`config.mk`:
```
export PLATFORM = sky130hd
export DESIGN_NAME = i2c_txn_scheduler
export DESIGN_NICKNAME = d
export VERILOG_FILES = /design/src/rtl/tcu_sched_pkg.sv /design/src/rtl/i2c_txn_scheduler_poll_timer.sv /design/src/rtl/i2c_txn_scheduler.sv
export SDC_FILE = /design/constraint.sdc
export NUM_CORES = 1
export LEC_CHECK = 0
export CAP_MARGIN = 5
export CORE_MARGIN = 1
export CORE_UTILIZATION = 53
export CTS_CLUSTER_DIAMETER = 50
export CTS_CLUSTER_SIZE = 24
export DETAILED_ROUTE_END_ITERATION = 12
export GPL_TIMING_DRIVEN = 0
export PLACE_DENSITY = 0.85
export RECOVER_POWER = 25
export SYNTH_ARGS = -nofsm -noshare
export SYNTH_HDL_FRONTEND = slang
export SYNTH_SLANG_ARGS = --single-unit
```
`constraint.sdc`:
```
create_clock -name clk -period 3.8 [get_ports clk]
set_input_delay 0.76 -clock clk [delete_from_list [all_inputs] [get_ports clk]]
set_output_delay 0.76 -clock clk [all_outputs]
set_load 0.05 [all_outputs]
```
`src/rtl/tcu_sched_pkg.sv`:
```
`default_nettype none
// =============================================================================
// tcu_sched_pkg: shared types and constants for the I2C transaction scheduler.
// Revision: 1.0
// =============================================================================
package tcu_sched_pkg;

  // Width of the command payload; the scheduler's CU_WIDTH must match it.
  localparam int   CMD_W          = 16;
  localparam int   BACKOFF_CYCLES = 16;
  localparam logic RW_READ        = 1'b1;
  localparam logic RW_WRITE       = 1'b0;

  typedef enum logic [1:0] {
    IDLE    = 2'd0,
    ISSUE   = 2'd1,
    WAIT    = 2'd2,
    BACKOFF = 2'd3
  } state_e;

  typedef struct packed {
    logic             rw;
    logic [7:0]       reg_addr;
    logic [CMD_W-1:0] wdata;
  } cmd_t;

endpackage
`default_nettype wire

```
`src/rtl/i2c_txn_scheduler_poll_timer.sv`:
```
`default_nettype none
// =============================================================================
// poll_timer: free-running poll period counter with a single pending-poll flag.
// Revision: 1.0
// =============================================================================
module poll_timer #(
  parameter int POLL_PERIOD = 150000
) (
  input  logic clk,
  input  logic rst_n,
  input  logic on_off_i,
  input  logic take_i,
  output logic poll_pend_o
);

  localparam int            CW   = $clog2(POLL_PERIOD);
  localparam logic [CW-1:0] LAST = CW'(POLL_PERIOD - 1);

  logic [CW-1:0] cnt_q;
  logic          pend_q;

  // A wrap in the same cycle as a take re-arms the flag, so no tick is lost.
  always_ff @(posedge clk or negedge rst_n) begin
    if (!rst_n) begin
      cnt_q  <= '0;
      pend_q <= 1'b0;
    end else if (!on_off_i) begin
      cnt_q  <= '0;
      pend_q <= 1'b0;
    end else if (cnt_q == LAST) begin
      cnt_q  <= '0;
      pend_q <= 1'b1;
    end else begin
      cnt_q <= cnt_q + CW'(1);
      if (take_i) pend_q <= 1'b0;
    end
  end

  assign poll_pend_o = pend_q;

endmodule
`default_nettype wire

```
`src/rtl/i2c_txn_scheduler.sv`:
```
`default_nettype none
// =============================================================================
// i2c_txn_scheduler: periodic sensor polls and host writes through one I2C
// master, with NACK/timeout retry. Optional averaging: SAMPLE_AVG_EN.
// Revision: 1.0
// =============================================================================
module i2c_txn_scheduler #(
  parameter int         CU_WIDTH         = 16,
  parameter logic [6:0] SENSOR_ADDRESS   = 7'b1111111,
  parameter logic [7:0] TARGET_READ_ADDR = 8'hFF,
  parameter int         POLL_PERIOD      = 150000,
  parameter int         MAX_RETRY        = 3,
  parameter int         TIMEOUT_CYCLES   = 65535
) (
  input  logic                clk,
  input  logic                rst_n,
  input  logic                on_off,
  input  logic                cfg_req,
  input  logic [7:0]          cfg_reg_addr,
  input  logic [CU_WIDTH-1:0] cfg_wdata,
  output logic                cfg_ack,
  output logic                cfg_err,
  output logic                m_start,
  output logic                m_rw,
  output logic [6:0]          m_dev_addr,
  output logic [7:0]          m_reg_addr,
  output logic [CU_WIDTH-1:0] m_wdata,
  input  logic                m_busy,
  input  logic                m_done,
  input  logic                m_nack,
  input  logic [CU_WIDTH-1:0] m_rdata,
  output logic [CU_WIDTH-1:0] temp_data,
  output logic                data_valid,
  output logic                sensor_fault
);
  import tcu_sched_pkg::*;

  localparam int              RC_W      = $clog2(MAX_RETRY + 2);
  localparam logic [RC_W-1:0] RETRY_LIM = RC_W'(MAX_RETRY);
  localparam int              TO_W      = $clog2(TIMEOUT_CYCLES + 1);
  localparam logic [TO_W-1:0] TO_LAST   = TO_W'(TIMEOUT_CYCLES - 1);
  localparam int              BO_W      = $clog2(BACKOFF_CYCLES);
  localparam logic [BO_W-1:0] BO_LAST   = BO_W'(BACKOFF_CYCLES - 1);

  state_e              state_q;
  cmd_t                cmd_q;
  logic [6:0]          dev_q;
  logic [RC_W-1:0]     retry_q;
  logic [TO_W-1:0]     to_q;
  logic [BO_W-1:0]     bo_q;
  logic                start_q, ack_q, err_q, fault_q;
  logic [CU_WIDTH-1:0] temp_q;

  logic w_poll_pend, w_poll_take, w_cfg_take, w_rd_ok;

  // Ignore cfg_req while the completion pulse is out: the host needs a cycle to drop it.
  assign w_cfg_take  = cfg_req && !ack_q && !err_q;
  assign w_poll_take = (state_q == IDLE) && !w_cfg_take && w_poll_pend;
  assign w_rd_ok     = (state_q == WAIT) && m_done && !m_nack && (cmd_q.rw == RW_READ);

  poll_timer #(.POLL_PERIOD(POLL_PERIOD)) u_poll_timer (
    .clk        (clk),
    .rst_n      (rst_n),
    .on_off_i   (on_off),
    .take_i     (w_poll_take),
    .poll_pend_o(w_poll_pend)
  );

  always_ff @(posedge clk or negedge rst_n) begin
    if (!rst_n) begin
      state_q <= IDLE;
      cmd_q   <= '0;
      dev_q   <= '0;
      retry_q <= '0;
      to_q    <= '0;
      bo_q    <= '0;
      start_q <= 1'b0;
      ack_q   <= 1'b0;
      err_q   <= 1'b0;
      fault_q <= 1'b0;
    end else begin
      start_q <= 1'b0;
      ack_q   <= 1'b0;
      err_q   <= 1'b0;
      unique case (state_q)
        IDLE: begin
          if (w_cfg_take) begin
            cmd_q   <= '{rw: RW_WRITE, reg_addr: cfg_reg_addr, wdata: cfg_wdata};
            dev_q   <= SENSOR_ADDRESS;
            retry_q <= '0;
            state_q <= ISSUE;
          end else if (w_poll_pend) begin
            cmd_q   <= '{rw: RW_READ, reg_addr: TARGET_READ_ADDR, wdata: '0};
            dev_q   <= SENSOR_ADDRESS;
            retry_q <= '0;
            state_q <= ISSUE;
          end
        end
        ISSUE: begin
          if (!m_busy) begin
            start_q <= 1'b1;
            to_q    <= '0;
            state_q <= WAIT;
          end
        end
        WAIT: begin
          to_q <= to_q + TO_W'(1);
          if (m_done && !m_nack) begin
            if (cmd_q.rw == RW_READ) fault_q <= 1'b0;
            else                     ack_q   <= 1'b1;
            state_q <= IDLE;
          end else if (m_done || (to_q == TO_LAST)) begin
            retry_q <= retry_q + RC_W'(1);
            bo_q    <= '0;
            state_q <= BACKOFF;
          end
        end
        BACKOFF: begin
          bo_q <= bo_q + BO_W'(1);
          if (bo_q == BO_LAST) begin
            if (retry_q <= RETRY_LIM) begin
              state_q <= ISSUE;
            end else begin
              if (cmd_q.rw == RW_READ) fault_q <= 1'b1;
              else                     err_q   <= 1'b1;
              state_q <= IDLE;
            end
          end
        end
      endcase
    end
  end

`ifdef SAMPLE_AVG_EN
  logic                dv_q, have_q, w_rd_fail;
  logic [CU_WIDTH:0]   w_sum;

  assign w_sum     = {1'b0, temp_q} + {1'b0, m_rdata};
  assign w_rd_fail = (state_q == BACKOFF) && (bo_q == BO_LAST) &&
                     (retry_q > RETRY_LIM) && (cmd_q.rw == RW_READ);

  // temp_q only ever holds good samples, so it doubles as the previous value.
  always_ff @(posedge clk or negedge rst_n) begin
    if (!rst_n) begin
      temp_q <= '0;
      dv_q   <= 1'b0;
      have_q <= 1'b0;
    end else begin
      dv_q <= w_rd_ok;
      if (w_rd_ok) begin
        temp_q <= have_q ? w_sum[CU_WIDTH:1] : m_rdata;
        have_q <= 1'b1;
      end else if (w_rd_fail) begin
        have_q <= 1'b0;
      end
    end
  end

  assign temp_data  = temp_q;
  assign data_valid = dv_q;
`else
  always_ff @(posedge clk or negedge rst_n) begin
    if (!rst_n)       temp_q <= '0;
    else if (w_rd_ok) temp_q <= m_rdata;
  end

  assign temp_data  = w_rd_ok ? m_rdata : temp_q;
  assign data_valid = w_rd_ok;
`endif

  assign cfg_ack      = ack_q;
  assign cfg_err      = err_q;
  assign m_start      = start_q;
  assign m_rw         = cmd_q.rw;
  assign m_dev_addr   = dev_q;
  assign m_reg_addr   = cmd_q.reg_addr;
  assign m_wdata      = cmd_q.wdata;
  assign sensor_fault = fault_q;

endmodule
`default_nettype wire

```
==> impl.org, run 1 <==
** Synth
- Summing every instance area after synthesis gives 0.003991 mm^2.
- Register area share after synthesis :: 56.43%
- Warning count from the yosys run :: 0
- Fraction of synthesized cell area taken by the top area cell type :: 56.43%
- The synthesized design spends more area on one cell type than any other, namely sky130_fd_sc_hd__dfrtp_1.
- Count of distinct cell types in the synthesized netlist :: 49
- Among all flip-flop cells after synthesis, the most frequent one is sky130_fd_sc_hd__dfrtp_1.
- Of all flip-flops after synthesis, the portion carrying an async set or reset was 100.0%.
- Yosys reg bits :: 90
- When the netlist entered floorplanning its net count stood at 406.
- The average instance in the mapped netlist occupies 11.31 um^2.
- Biggest area contributors in the synthesized netlist :: sky130_fd_sc_hd__dfrtp_1 (56%), sky130_fd_sc_hd__mux2_2 (4.5%), sky130_fd_sc_hd__a22o_1 (3.5%)
- Yosys instantiated no cell more often than sky130_fd_sc_hd__dfrtp_1.
- Post-synthesis instance total :: 353
- By count the netlist is led by sky130_fd_sc_hd__dfrtp_1 (90), sky130_fd_sc_hd__nand2_1 (33), sky130_fd_sc_hd__nor2_1 (32).
- In this run, synthesis inferred 0 flip-flops with an integrated enable.

** Global route
- Largest net degree at the start of global routing :: 55
- The number of global-route vias before repair was 2999.
- First-pass GRT wire length :: 13790 um
- The number of antenna violations at the first check in global routing was 0.
- All-Layer GR Usage :: 23.03%
- Total grt overflow :: 0

** Route
- The first detailed-routing pass ran for 6 iterations.
- After detailed routing, the number of remaining DRC violations is 0.
- Wirelength, routed :: 8669 um
- Antenna-violating nets left :: 0
- For this block, the initial DRC count from the detailed router was 171.
- Dividing the detail-routed wire length by the instance count gives 15.26 um.
- In the routed layout, each cell is associated on average with a via count of 5.472.
- The routed layout has 3108 vias.

** Pwr
- Net switching is 44.09% of the power.
- Part of the power in registers :: 34.8%
- The internal power of the cells totals 2.228 mW.
- IR analysis of the VDD net gives a maximum drop of 0.4933 mV.
- Power spread over the standard cell area amounts to 748.4 mW/mm^2.
- Combinational logic is responsible for 48.0% of the overall power.
- Net switching power :: 1.757 mW
- Overall power consumption after layout is estimated at 3.984 mW.
- Leakage power total :: 2.467 nW
- Clk network pwr share :: 17.2%

** Clock tree
- TritonCTS clock tree :: yes
- Num CTS Buffers :: 9
- Master cell of the clock root buffer :: sky130_fd_sc_hd__clkbuf_8
- After clock tree synthesis, the clock-pin slew on the worst setup and hold paths is 0.09 ns.
- Post-CTS setup repair buffer count :: 0
- Insertion delay to the later sink of the worst-skew pair :: 0.36 ns
- The longest clock path from root to sink contains 2 buffers.
- The clock net in this run drives a total of 90 sinks.
- Hold-fix buffers at CTS :: 0
- The H-tree was split into 3 levels.

** Timing
- On the final layout, the worst clock skew is 0.01074 ns.
- Setup violations remaining at the end of the flow were counted as 0.
- The tightest hold path in the finished design has a slack of 0.4788 ns.
- Setup repair after global routing left no endpoint under its margin.
- Transition time at the pin with the least slew margin :: 1.893 ns
- Share of the clock period used by the worst path after layout :: 97.42%
- Final-report max-slew violation count :: 38
- Derived from the worst setup path, the maximum achievable clock frequency is 0.2701 GHz.
- The total count of hold-check failures in the final report was 0.
- After layout, the minimum clock period comes to 3.702 ns.
- Relative max-transition margin :: -26.20%

** Final layout
- Compared with the post-synthesis result, the final layout area differs by 33.39%.
- In the final layout, the share of cells above drive strength 1 is 13.01%.
- The finished layout holds 568 standard cells, fillers aside.
- Ant diodes :: 0
- Number of nets in the layout :: 517

** Place
- Once placement completed, the tool counted placed cells totaling 552.
- HPWL after detailed placement :: 6092 um
- Placer Congestion :: 0.7985
- IO Port Bufs :: 99

** Floorplan
- Number of placed I/O pins :: 100
- The floorplan step defined a die boundary enclosing 0.007882 mm^2.
- In this run the core area contains 31 standard-cell rows.
- Starting utilization of the core area :: 55.03%
- The die is 88.78 um tall.
- Placeable core region :: 0.007253 mm^2
- Die boundary width :: 88.78 um

** Worst setup path
- Bufs and invs on worst path :: 3
- Kind of critical path :: input port to output port
- Walking the worst path, the cells encountered are clkdlybuf4s50_1 -> or2b_2 -> nor2_2 -> nand2_2 -> clkbuf_2 -> mux2_2 -> clkdlybuf4s15_2.
- Worst path arrival time :: 2.94 ns
- Register-to-register setup slack :: 1.63 ns
- Slowest stage cell, crit path :: sky130_fd_sc_hd__clkdlybuf4s50_1
- The worst setup path is launched from an input port.
- Worst EP required :: 3.04 ns
- Maximum fanout along the worst path :: 10
- Crit. End Element :: output port
- Worst path max stage delay :: 0.49 ns
- Largest delay share family, worst path :: buffers and inverters

** Flow run
- Max-cap violations :: 1

** Status
- Violated checks :: capacitance limit, slew limit
- Outcome :: finished, violations left

** Hold path
- The tightest min-delay check is of the register to register type.
[per-layer routing]
metal	GRT usage (%)	vias up	wire length (um)
met4	10.26	0	192
met2	37.97	92	4439
met5	0	-	0
met3	4.291	21	378
li1	-	1465	-
met1	29.78	1530	3659
[power by group through the flow]
stage | Clock [mW] | Sequential [mW] | Combinational, mW
2_1_floorplan | 0 | 1.82 | 0.852
3_3_place_gp | 0 | 1.38 | 1.89
3_5_place_dp | 0 | 1.40 | 1.93
4_1_cts | 0.696 | 1.38 | 1.92
5_1_grt | 0.736 | 1.41 | 2.01
6_report | 0.687 | 1.39 | 1.91
[through the flow]
stage	cell area, um^2	setup TNS [ns]	worst slack [ns]	utilization (%)
after floorplan	3991	0	0.7922	-
after global placement	5106	-118.52	-1.243	70.40
after detailed placement	5131	-7.829	-0.6172	70.74
after CTS	5349	0	0.01895	73.75
after global routing	5324	0	0.007142	73.40
final	5324	0	0.09822	73.40
[worst paths after layout]
| check | from | end | cells after the start |
|---|---|---|---|
| max | m_done | temp_data[10] | 7 |
| min | to_q[11] | to_q[11] | 1 |
| max reg2reg | to_q[3] | retry_q[2] | 5 |
| min reg2reg | to_q[11] | to_q[11] | 1 |
| max in group asynchronous | rst_n | u_poll_timer.cnt_q[9] | 2 |
| min in group asynchronous | rst_n | u_poll_timer.cnt_q[16] | 1 |
[logic make-up after synthesis]
logic type,after synthesis,synth area share [%]
simple gates,118,14.70
flops,90,56.43
compound gates,60,11.50
buf+inv,35,4.420
mux,27,7.335
xor+xnor,17,3.731
fa+ha+maj,6,1.881
[placed cells by master, fill, tap and decap left out, drive strengths merged, types with 5 or more instances in the layout]
cell type	instances
o21ai	13
nand4	8
dfrtp	90
dlygate4sd2	8
ha	6
clkbuf	25
a22o	16
buf	8
clkdlybuf4s50	81
nor2	32
mux2	18
nand3	18
nand2	33
nor3	5
a221o	7
a21oi	7
inv	16
xor2	15
clkdlybuf4s15	9
mux2i	9
[what timing repair did]
item                                    4_1_cts  5_1_grt
endpoints found under the hold margin         0        0
endpoints found under the setup margin       17       10
gates resized for setup                      37        2
[registers in the layout, summed over array words and instances, names as in the netlist]
signal / count
to_q: 16
bo_q: 4
state_q: 2
m_dev_addr: 1
cfg_ack: 1
m_reg_addr: 8
m_rw: 1
m_start: 1
m_wdata: 16
temp_q: 16
sensor_fault: 1
cfg_err: 1
u_poll_timer.cnt_q: 18
retry_q: 3
u_poll_timer.poll_pend_o: 1
[layout make-up]
type / count / area (um^2)
repair buffers: 100 / 991.0
multi-input cells: 228 / 1568
well taps: 99 / 123.9
fillers: 520 / 1929
plain buffers: 21 / 125.1
inverters: 14 / 52.55
clock inverters: 6 / 73.82
flip-flops and latches: 90 / 2252
clock buffers: 10 / 137.6
(Power assumes the default switching activity.)
==> run 2, diff against run 1 <==
- CAP_MARGIN: 5 -> unset
==> results of run 2 <==
Same layout as run 1: the final DEF is identical, and so are final timing and power.
